<file path="src/rtl/minima_mc_core_if.sv">
// Instruction-fetch and data-memory bus of the MiniMA multi-cycle core.
// The core drives the master side; ROM and data memory sit on the slave side.
interface minima_mc_core_if #(
  parameter int W   = 8,
  parameter int PCW = 12,
  parameter int IW  = 9
) ();
  logic [PCW-1:0] imem_addr;
  logic [IW-1:0]  imem_data;
  logic           dmem_req;
  logic           dmem_we;
  logic [W-1:0]   dmem_addr;
  logic [W-1:0]   dmem_wdata;
  logic [W-1:0]   dmem_rdata;
  logic           dmem_ack;

  modport master (
    output imem_addr, input imem_data,
    output dmem_req, output dmem_we, output dmem_addr, output dmem_wdata,
    input  dmem_rdata, input dmem_ack
  );

  modport slave (
    input  imem_addr, output imem_data,
    input  dmem_req, input dmem_we, input dmem_addr, input dmem_wdata,
    output dmem_rdata, output dmem_ack
  );
endinterface

</file>
<file path="src/rtl/minima_mc_core.sv">
// MiniMA multi-cycle core: FETCH/EXEC/MEM/HALT sequencer, 8-opcode ISA,
// req/ack data memory with wait states, flags and saturating retire counter.
module minima_mc_core #(
  parameter int W   = 8,
  parameter int PCW = 12,
  parameter int RA  = 3
) (
  input  logic              clk,
  input  logic              rst_n,
  minima_mc_core_if.master  bus,
  output logic              done,
  output logic              zero_flag,
  output logic              carry_flag,
  output logic [15:0]       instret
);
  localparam int IW = 3 + 2 * RA;
  localparam int NR = 1 << RA;
  localparam logic [PCW-1:0] PC_ONE = {{(PCW-1){1'b0}}, 1'b1};

  localparam logic [2:0] OP_ADD = 3'd0;
  localparam logic [2:0] OP_SUB = 3'd1;
  localparam logic [2:0] OP_AND = 3'd2;
  localparam logic [2:0] OP_XOR = 3'd3;
  localparam logic [2:0] OP_LDI = 3'd4;
  localparam logic [2:0] OP_LD  = 3'd5;
  localparam logic [2:0] OP_ST  = 3'd6;
  localparam logic [2:0] OP_BR  = 3'd7;

  typedef enum logic [1:0] {S_FETCH, S_EXEC, S_MEM, S_HALT} state_t;

  state_t          state_r, state_s;
  logic [W-1:0]    regs_r [NR];
  logic [PCW-1:0]  pc_r, pc_next_s;
  logic [IW-1:0]   ir_r;
  logic            z_r, c_r, done_r;
  logic [15:0]     instret_r;
  logic            dmem_req_r, dmem_we_r;
  logic [W-1:0]    dmem_addr_r, dmem_wdata_r;

  logic [2:0]      op_s;
  logic [RA-1:0]   a_s, b_s;
  logic [W-1:0]    ra_val_s, rb_val_s;
  logic [W:0]      sum_s, diff_s;
  logic [W-1:0]    alu_res_s, wb_data_s;
  logic            alu_c_s, is_halt_s;
  logic [PCW-1:0]  boff_s;
  logic            wb_en_s, flag_upd_s, retire_s, mem_start_s;

  assign op_s      = ir_r[IW-1 -: 3];
  assign a_s       = ir_r[2*RA-1:RA];
  assign b_s       = ir_r[RA-1:0];
  assign ra_val_s  = regs_r[a_s];
  assign rb_val_s  = regs_r[b_s];
  assign is_halt_s = (a_s == {RA{1'b0}}) && (b_s == {RA{1'b0}});
  assign boff_s    = {{(PCW-RA){b_s[RA-1]}}, b_s};

  assign bus.imem_addr  = pc_r;
  assign bus.dmem_req   = dmem_req_r;
  assign bus.dmem_we    = dmem_we_r;
  assign bus.dmem_addr  = dmem_addr_r;
  assign bus.dmem_wdata = dmem_wdata_r;
  assign done           = done_r;
  assign zero_flag      = z_r;
  assign carry_flag     = c_r;
  assign instret        = instret_r;

  // ALU result and carry; SUB carry is the unsigned borrow
  always_comb begin
    sum_s     = {1'b0, ra_val_s} + {1'b0, rb_val_s};
    diff_s    = {1'b0, ra_val_s} - {1'b0, rb_val_s};
    alu_res_s = sum_s[W-1:0];
    alu_c_s   = c_r;
    case (op_s)
      OP_ADD: begin alu_res_s = sum_s[W-1:0];  alu_c_s = sum_s[W];  end
      OP_SUB: begin alu_res_s = diff_s[W-1:0]; alu_c_s = diff_s[W]; end
      OP_AND: alu_res_s = ra_val_s & rb_val_s;
      OP_XOR: alu_res_s = ra_val_s ^ rb_val_s;
      default: alu_res_s = sum_s[W-1:0];
    endcase
  end

  // Sequencer state register
  always_ff @(posedge clk or negedge rst_n) begin
    if (!rst_n) state_r <= S_FETCH;
    else        state_r <= state_s;
  end

  // Next state and per-cycle datapath strobes
  always_comb begin
    state_s     = state_r;
    pc_next_s   = pc_r;
    wb_en_s     = 1'b0;
    wb_data_s   = {W{1'b0}};
    flag_upd_s  = 1'b0;
    retire_s    = 1'b0;
    mem_start_s = 1'b0;
    case (state_r)
      S_FETCH: state_s = S_EXEC;
      S_EXEC: begin
        case (op_s)
          OP_ADD, OP_SUB, OP_AND, OP_XOR: begin
            wb_en_s = 1'b1; wb_data_s = alu_res_s; flag_upd_s = 1'b1;
            pc_next_s = pc_r + PC_ONE; retire_s = 1'b1; state_s = S_FETCH;
          end
          OP_LDI: begin
            wb_en_s = 1'b1; wb_data_s = {{(W-RA){1'b0}}, b_s};
            pc_next_s = pc_r + PC_ONE; retire_s = 1'b1; state_s = S_FETCH;
          end
          OP_LD, OP_ST: begin
            mem_start_s = 1'b1; state_s = S_MEM;
          end
          OP_BR: begin
            retire_s = 1'b1;
            if (is_halt_s) begin
              state_s = S_HALT;
            end else begin
              state_s = S_FETCH;
              if (ra_val_s != {W{1'b0}}) pc_next_s = pc_r + boff_s;
              else                       pc_next_s = pc_r + PC_ONE;
            end
          end
          default: state_s = S_FETCH;
        endcase
      end
      S_MEM: begin
        if (bus.dmem_ack) begin
          wb_en_s = ~dmem_we_r; wb_data_s = bus.dmem_rdata;
          pc_next_s = pc_r + PC_ONE; retire_s = 1'b1; state_s = S_FETCH;
        end else begin
          state_s = S_MEM;
        end
      end
      S_HALT: state_s = S_HALT;
      default: state_s = S_FETCH;
    endcase
  end

  // Architectural state, flags, retire counter and memory request registers
  always_ff @(posedge clk or negedge rst_n) begin
    if (!rst_n) begin
      for (int i = 0; i < NR; i++) regs_r[i] <= {W{1'b0}};
      pc_r         <= {PCW{1'b0}};
      ir_r         <= {IW{1'b0}};
      z_r          <= 1'b0;
      c_r          <= 1'b0;
      done_r       <= 1'b0;
      instret_r    <= 16'h0000;
      dmem_req_r   <= 1'b0;
      dmem_we_r    <= 1'b0;
      dmem_addr_r  <= {W{1'b0}};
      dmem_wdata_r <= {W{1'b0}};
    end else begin
      if (state_r == S_FETCH) ir_r <= bus.imem_data;
      if (wb_en_s) regs_r[a_s] <= wb_data_s;
      pc_r   <= pc_next_s;
      done_r <= (state_s == S_HALT);
      if (flag_upd_s) begin
        z_r <= (alu_res_s == {W{1'b0}});
        c_r <= alu_c_s;
      end
      if (retire_s && (instret_r != 16'hFFFF)) instret_r <= instret_r + 16'd1;
      // Address and store data are frozen at EXEC so they stay stable across wait states
      if (mem_start_s) begin
        dmem_req_r   <= 1'b1;
        dmem_we_r    <= (op_s == OP_ST);
        dmem_addr_r  <= rb_val_s;
        dmem_wdata_r <= ra_val_s;
      end else if ((state_r == S_MEM) && bus.dmem_ack) begin
        dmem_req_r <= 1'b0;
        dmem_we_r  <= 1'b0;
      end
    end
  end
endmodule
</file>
<file path="src/flat_wrapper.sv">
// flat-port wrapper written by rule: the top's interface ports become plain ports
module minima_mc_core_flat 
#(
  parameter int W   = 8,
  parameter int PCW = 12,
  parameter int RA  = 3
)
  (clk, rst_n, done, zero_flag, carry_flag, instret, bus_imem_addr, bus_imem_data, bus_dmem_req, bus_dmem_we, bus_dmem_addr, bus_dmem_wdata, bus_dmem_rdata, bus_dmem_ack);
  minima_mc_core_if #(.W(W), .PCW(PCW)) bus_i ();
  input  logic clk;
  input  logic rst_n;
  output logic done;
  output logic zero_flag;
  output logic carry_flag;
  output logic [15:0] instret;
  output wire logic [$bits(bus_i.imem_addr)-1:0] bus_imem_addr;
  input wire logic [$bits(bus_i.imem_data)-1:0] bus_imem_data;
  output wire logic [$bits(bus_i.dmem_req)-1:0] bus_dmem_req;
  output wire logic [$bits(bus_i.dmem_we)-1:0] bus_dmem_we;
  output wire logic [$bits(bus_i.dmem_addr)-1:0] bus_dmem_addr;
  output wire logic [$bits(bus_i.dmem_wdata)-1:0] bus_dmem_wdata;
  input wire logic [$bits(bus_i.dmem_rdata)-1:0] bus_dmem_rdata;
  input wire logic [$bits(bus_i.dmem_ack)-1:0] bus_dmem_ack;
  assign bus_imem_addr = bus_i.imem_addr;
  assign bus_i.imem_data = bus_imem_data;
  assign bus_dmem_req = bus_i.dmem_req;
  assign bus_dmem_we = bus_i.dmem_we;
  assign bus_dmem_addr = bus_i.dmem_addr;
  assign bus_dmem_wdata = bus_i.dmem_wdata;
  assign bus_i.dmem_rdata = bus_dmem_rdata;
  assign bus_i.dmem_ack = bus_dmem_ack;
  minima_mc_core #(.W(W), .PCW(PCW), .RA(RA)) u_core (.clk(clk), .rst_n(rst_n), .bus(bus_i), .done(done), .zero_flag(zero_flag), .carry_flag(carry_flag), .instret(instret));
endmodule
</file>
<file path="config.mk">
export PLATFORM = sky130hd
export DESIGN_NAME = minima_mc_core_flat
export DESIGN_NICKNAME = d
export VERILOG_FILES = /design/src/rtl/minima_mc_core_if.sv /design/src/rtl/minima_mc_core.sv /design/src/flat_wrapper.sv
export SDC_FILE = /design/constraint.sdc
export NUM_CORES = 1
export LEC_CHECK = 0
export ABC_CLOCK_PERIOD_IN_PS = 4600
export CAP_MARGIN = 5
export CORE_MARGIN = 1.5
export CORE_UTILIZATION = 35
export CTS_BUF_LIST = sky130_fd_sc_hd__clkbuf_4 sky130_fd_sc_hd__clkbuf_8 sky130_fd_sc_hd__clkbuf_16
export CTS_CLUSTER_DIAMETER = 60
export CTS_CLUSTER_SIZE = 8
export DETAILED_ROUTE_END_ITERATION = 8
export PLACE_DENSITY = 0.5
export SLEW_MARGIN = 20
export SYNTH_ARGS = -nofsm -noshare
export SYNTH_HDL_FRONTEND = slang
export SYNTH_SLANG_ARGS = --single-unit
export TNS_END_PERCENT = 30
</file>
<file path="constraint.sdc">
create_clock -name clk -period 4.6 [get_ports clk]
set_clock_uncertainty 0.1 [all_clocks]
set_input_delay 1.15 -clock clk [delete_from_list [all_inputs] [get_ports clk]]
set_output_delay 1.15 -clock clk [all_outputs]
set_load 0.02 [all_outputs]
</file>
==> results.md <==
- Total power: 7.749 mW
- Most common cell after layout, fill and taps aside: dfrtp_1
- Crit path max fanout: 13
- Fin area: 9434 um2
- Achievable clock frequency: 0.2404 GHz
- Final Hold Vio Count: 0
- Vias per std cell: 5.489
- Worst path max stage delay: 0.73 ns
- Synth unique cells: 60
- Final setup viols: 0
- Crit-path cells: buf_4 -> mux4_2 -> mux2i_1 -> ha_1 -> o21a_1 -> o31a_1 -> o21ai_0 -> nand2b_1 -> mux2i_1 -> a221oi_1 -> o21ai_1 -> mux2_2
- Vias post-DR: 6109
- Clk sinks: 124
- Largest net degree at the start of global routing: 76
- Die Wd: 151.9 um
- Crit-path most repeated cell: mux2i_1
- TritonCTS clock tree: done
- RSZ-0062 raised after global routing: no
- Max-slew headroom: 40.26%
- Filler Cell Count: 2074
- Crit-path slowest cell: dfrtp_1
- Most frequent cells in the layout: dfrtp_1 (121), mux2_2 (69), clkdlybuf4s50_1 (67)
- Final #Nets: 877
- WP buf/inv: 1
- Placed wire-length estimate: 15620 um
- Reg2Reg Launch Point: u_core.ir_r[1]
- Site Rows: 54
- ANT nets after route: 0
- Fin crit period: 4.160 ns
- Hold/Removal Path Class: register to register
- Max-slew violations: 0
- Fin Hold WS: 0.3754 ns
- Core area: 21760 um2
- Critical Path Source: u_core.ir_r[1]
- Grt total ovfl: 0
- Post-CTS Setup Bufs: 0
- Clock slew at reported path FFs: 0.06 ns
- EDFF count, synth: 0
- Final core utilization: 43.36%
- Post-DP Area: 8796 um2
- Drt drc: 0
- WP data required: 4.80 ns
- Initial Util: 35.66%
- Longest Clk Path Bufs: 2
- Worst skew pair latency: 0.42 ns
- Sum Neg Setup Slack: 0 ns
- DRT Wirelength: 21390 um
- FF+latch count, synth: 124
- Min-Delay Startpoint: u_core.zero_flag
- Initial antenna violation count: 0
- Max_cap viols: 0
- Static leakage power: 4.249 nW
- Cells after synthesis: 747
- Die H: 151.9 um
- Critical Path AT: 4.36 ns
- Mapped Area: 7759 um2
- Status: complete, no violations
- Critical Path Sink Type: register
- Mean Syn Cell Area: 10.39 um2
- Share of cells above drive strength 1: 19.81%
- Worst setup SP type: register
- Diodes inserted: 0
- Placer congestion estimate: 0.8502
- Sequential share of the synthesized area: 39.99%
- R2r setup slk: 0.44 ns
- I/O pins: 69
- Root Driver: clkbuf_16
- Worst setup path class: register to register
- Router iterations before antenna repair: 5
- Synth-to-layout area growth: 21.59%
- Worst vdd ir: 0.2163 mV
- Total die area: 23070 um2
- Vias in the first global route: 6335
- Global-route wire length before repair: 35310 um
- Hold_buf cts: 0
- Total GRT Usage: 19.17%
- Routed len/inst: 19.22 um
- CTS buffer count: 17
- Tcrit/Tclk final: 90.43%
- Post-synth net total: 804
- Post-synth ARST share: 100.0%
- Post-cts gate resize count: 0
- Main flop type after synthesis: dfrtp_1
- Slew @ Worst Pin: 0.8867 ns
- H-Tree Level Count: 4
- Power Density: 821.4 nW/um2
- CP top delay family: multiplexers
- Synthesis warning total: 0
- Number of port buffers: 68
- 1st-iter DRT viols: 330
flip-flops by register name, summed over array words and instances, names as in the netlist:
name                   flops
u_core.done                1
u_core.regs_r             64
u_core.ir_r                9
u_core.state_r             2
u_core.bus.dmem_req        1
u_core.bus.imem_addr      12
u_core.bus.dmem_wdata      8
u_core.carry_flag          1
u_core.bus.dmem_addr       8
u_core.instret            16
u_core.zero_flag           1
u_core.bus.dmem_we         1
routing by layer:
layer / track usage [%] / share of wire (%) / vias to the layer above / wire, um
li1: - / - / 2866 / -
met1: 25.72 / 46 / 3076 / 9763
met2: 31.65 / 49 / 144 / 10540
met3: 3.736 / 4.0 / 23 / 853
met4: 5.086 / 1.1 / 0 / 229
met5: 0 / 0 / - / 0
cells by family after synthesis:
logic type	count (synthesis)	share of synthesized area (%)
mux	117	20.29
buf+inv	77	4.338
simple gates	203	12.66
flops	124	39.99
fa+ha+maj	37	6.257
xor+xnor	28	3.161
compound gates	161	13.30
final cells by class:
class                      instances  area (um2)  area share, %
multi-input combinational        546        4322          45.81
sequential                       124        3107          32.93
timing repair buffer              93       878.3          9.310
clock buffer                      17       425.4          4.509
tap                              280       350.3          3.714
clock inverter                    15       209.0          2.215
inverter                          38       142.6          1.512
cell usage after synthesis, drive strengths merged (4+ instances only):
| cell | instances | area [um2] |
|---|---|---|
| a22oi | 12 | 90.09 |
| inv | 38 | 142.6 |
| nand2b | 15 | 93.84 |
| o211ai | 4 | 30.03 |
| dfrtp | 124 | 3103 |
| xnor2 | 17 | 148.9 |
| o31ai | 5 | 37.54 |
| nand3 | 17 | 85.08 |
| xor2 | 11 | 96.34 |
| clkbuf | 21 | 78.83 |
| mux2 | 69 | 777.0 |
| nor3 | 19 | 100.1 |
| ha | 34 | 425.4 |
| mux2i | 23 | 234.0 |
| nand4 | 5 | 31.28 |
| and3 | 6 | 37.54 |
| a31oi | 4 | 25.02 |
| a221oi | 4 | 35.03 |
| a21o | 7 | 52.55 |
| a211oi | 4 | 35.03 |
| nor4 | 4 | 31.28 |
| buf | 18 | 115.1 |
| a22o | 4 | 35.03 |
| a21oi | 39 | 195.2 |
| nand2 | 60 | 225.2 |
| and2 | 9 | 56.30 |
| mux4 | 25 | 563.0 |
| nor2b | 14 | 87.58 |
| o21ai | 51 | 255.3 |
| nor2 | 45 | 168.9 |
tightest hold or removal path: stages (launching register included):
cell,delay [ns]
dfrtp_1,0.35
nand2_1,0.05
nand2_1,0.05
metrics by stage:
| step | std cells | setup slack (ns) |
|---|---|---|
| after floorplan | 747 | 0.6055 |
| after global placement | 1081 | 0.3342 |
| after detailed placement | 1081 | 0.2757 |
| after CTS | 1113 | 0.2562 |
| after global routing | 1113 | 0.1258 |
| final | 1113 | 0.4404 |
power breakdown:
part	total, mW	leakage (nW)	switching (mW)	internal [mW]
clock network	1.46	0.313	0.542	0.917
registers	2.05	1.61	0.558	1.49
logic	4.24	2.33	2.31	1.93
final timing paths:
kind / endpoint / depth (start not counted)
min in group asynchronous: u_core.instret[7] / 1
hold reg to reg: u_core.zero_flag / 2
hold / removal: u_core.zero_flag / 2
max in group asynchronous: u_core.ir_r[3] / 2
setup / recovery: u_core.regs_r[62] / 12
setup reg to reg: u_core.regs_r[62] / 12
No activity file was read; power rests on OpenSTA's default activity.
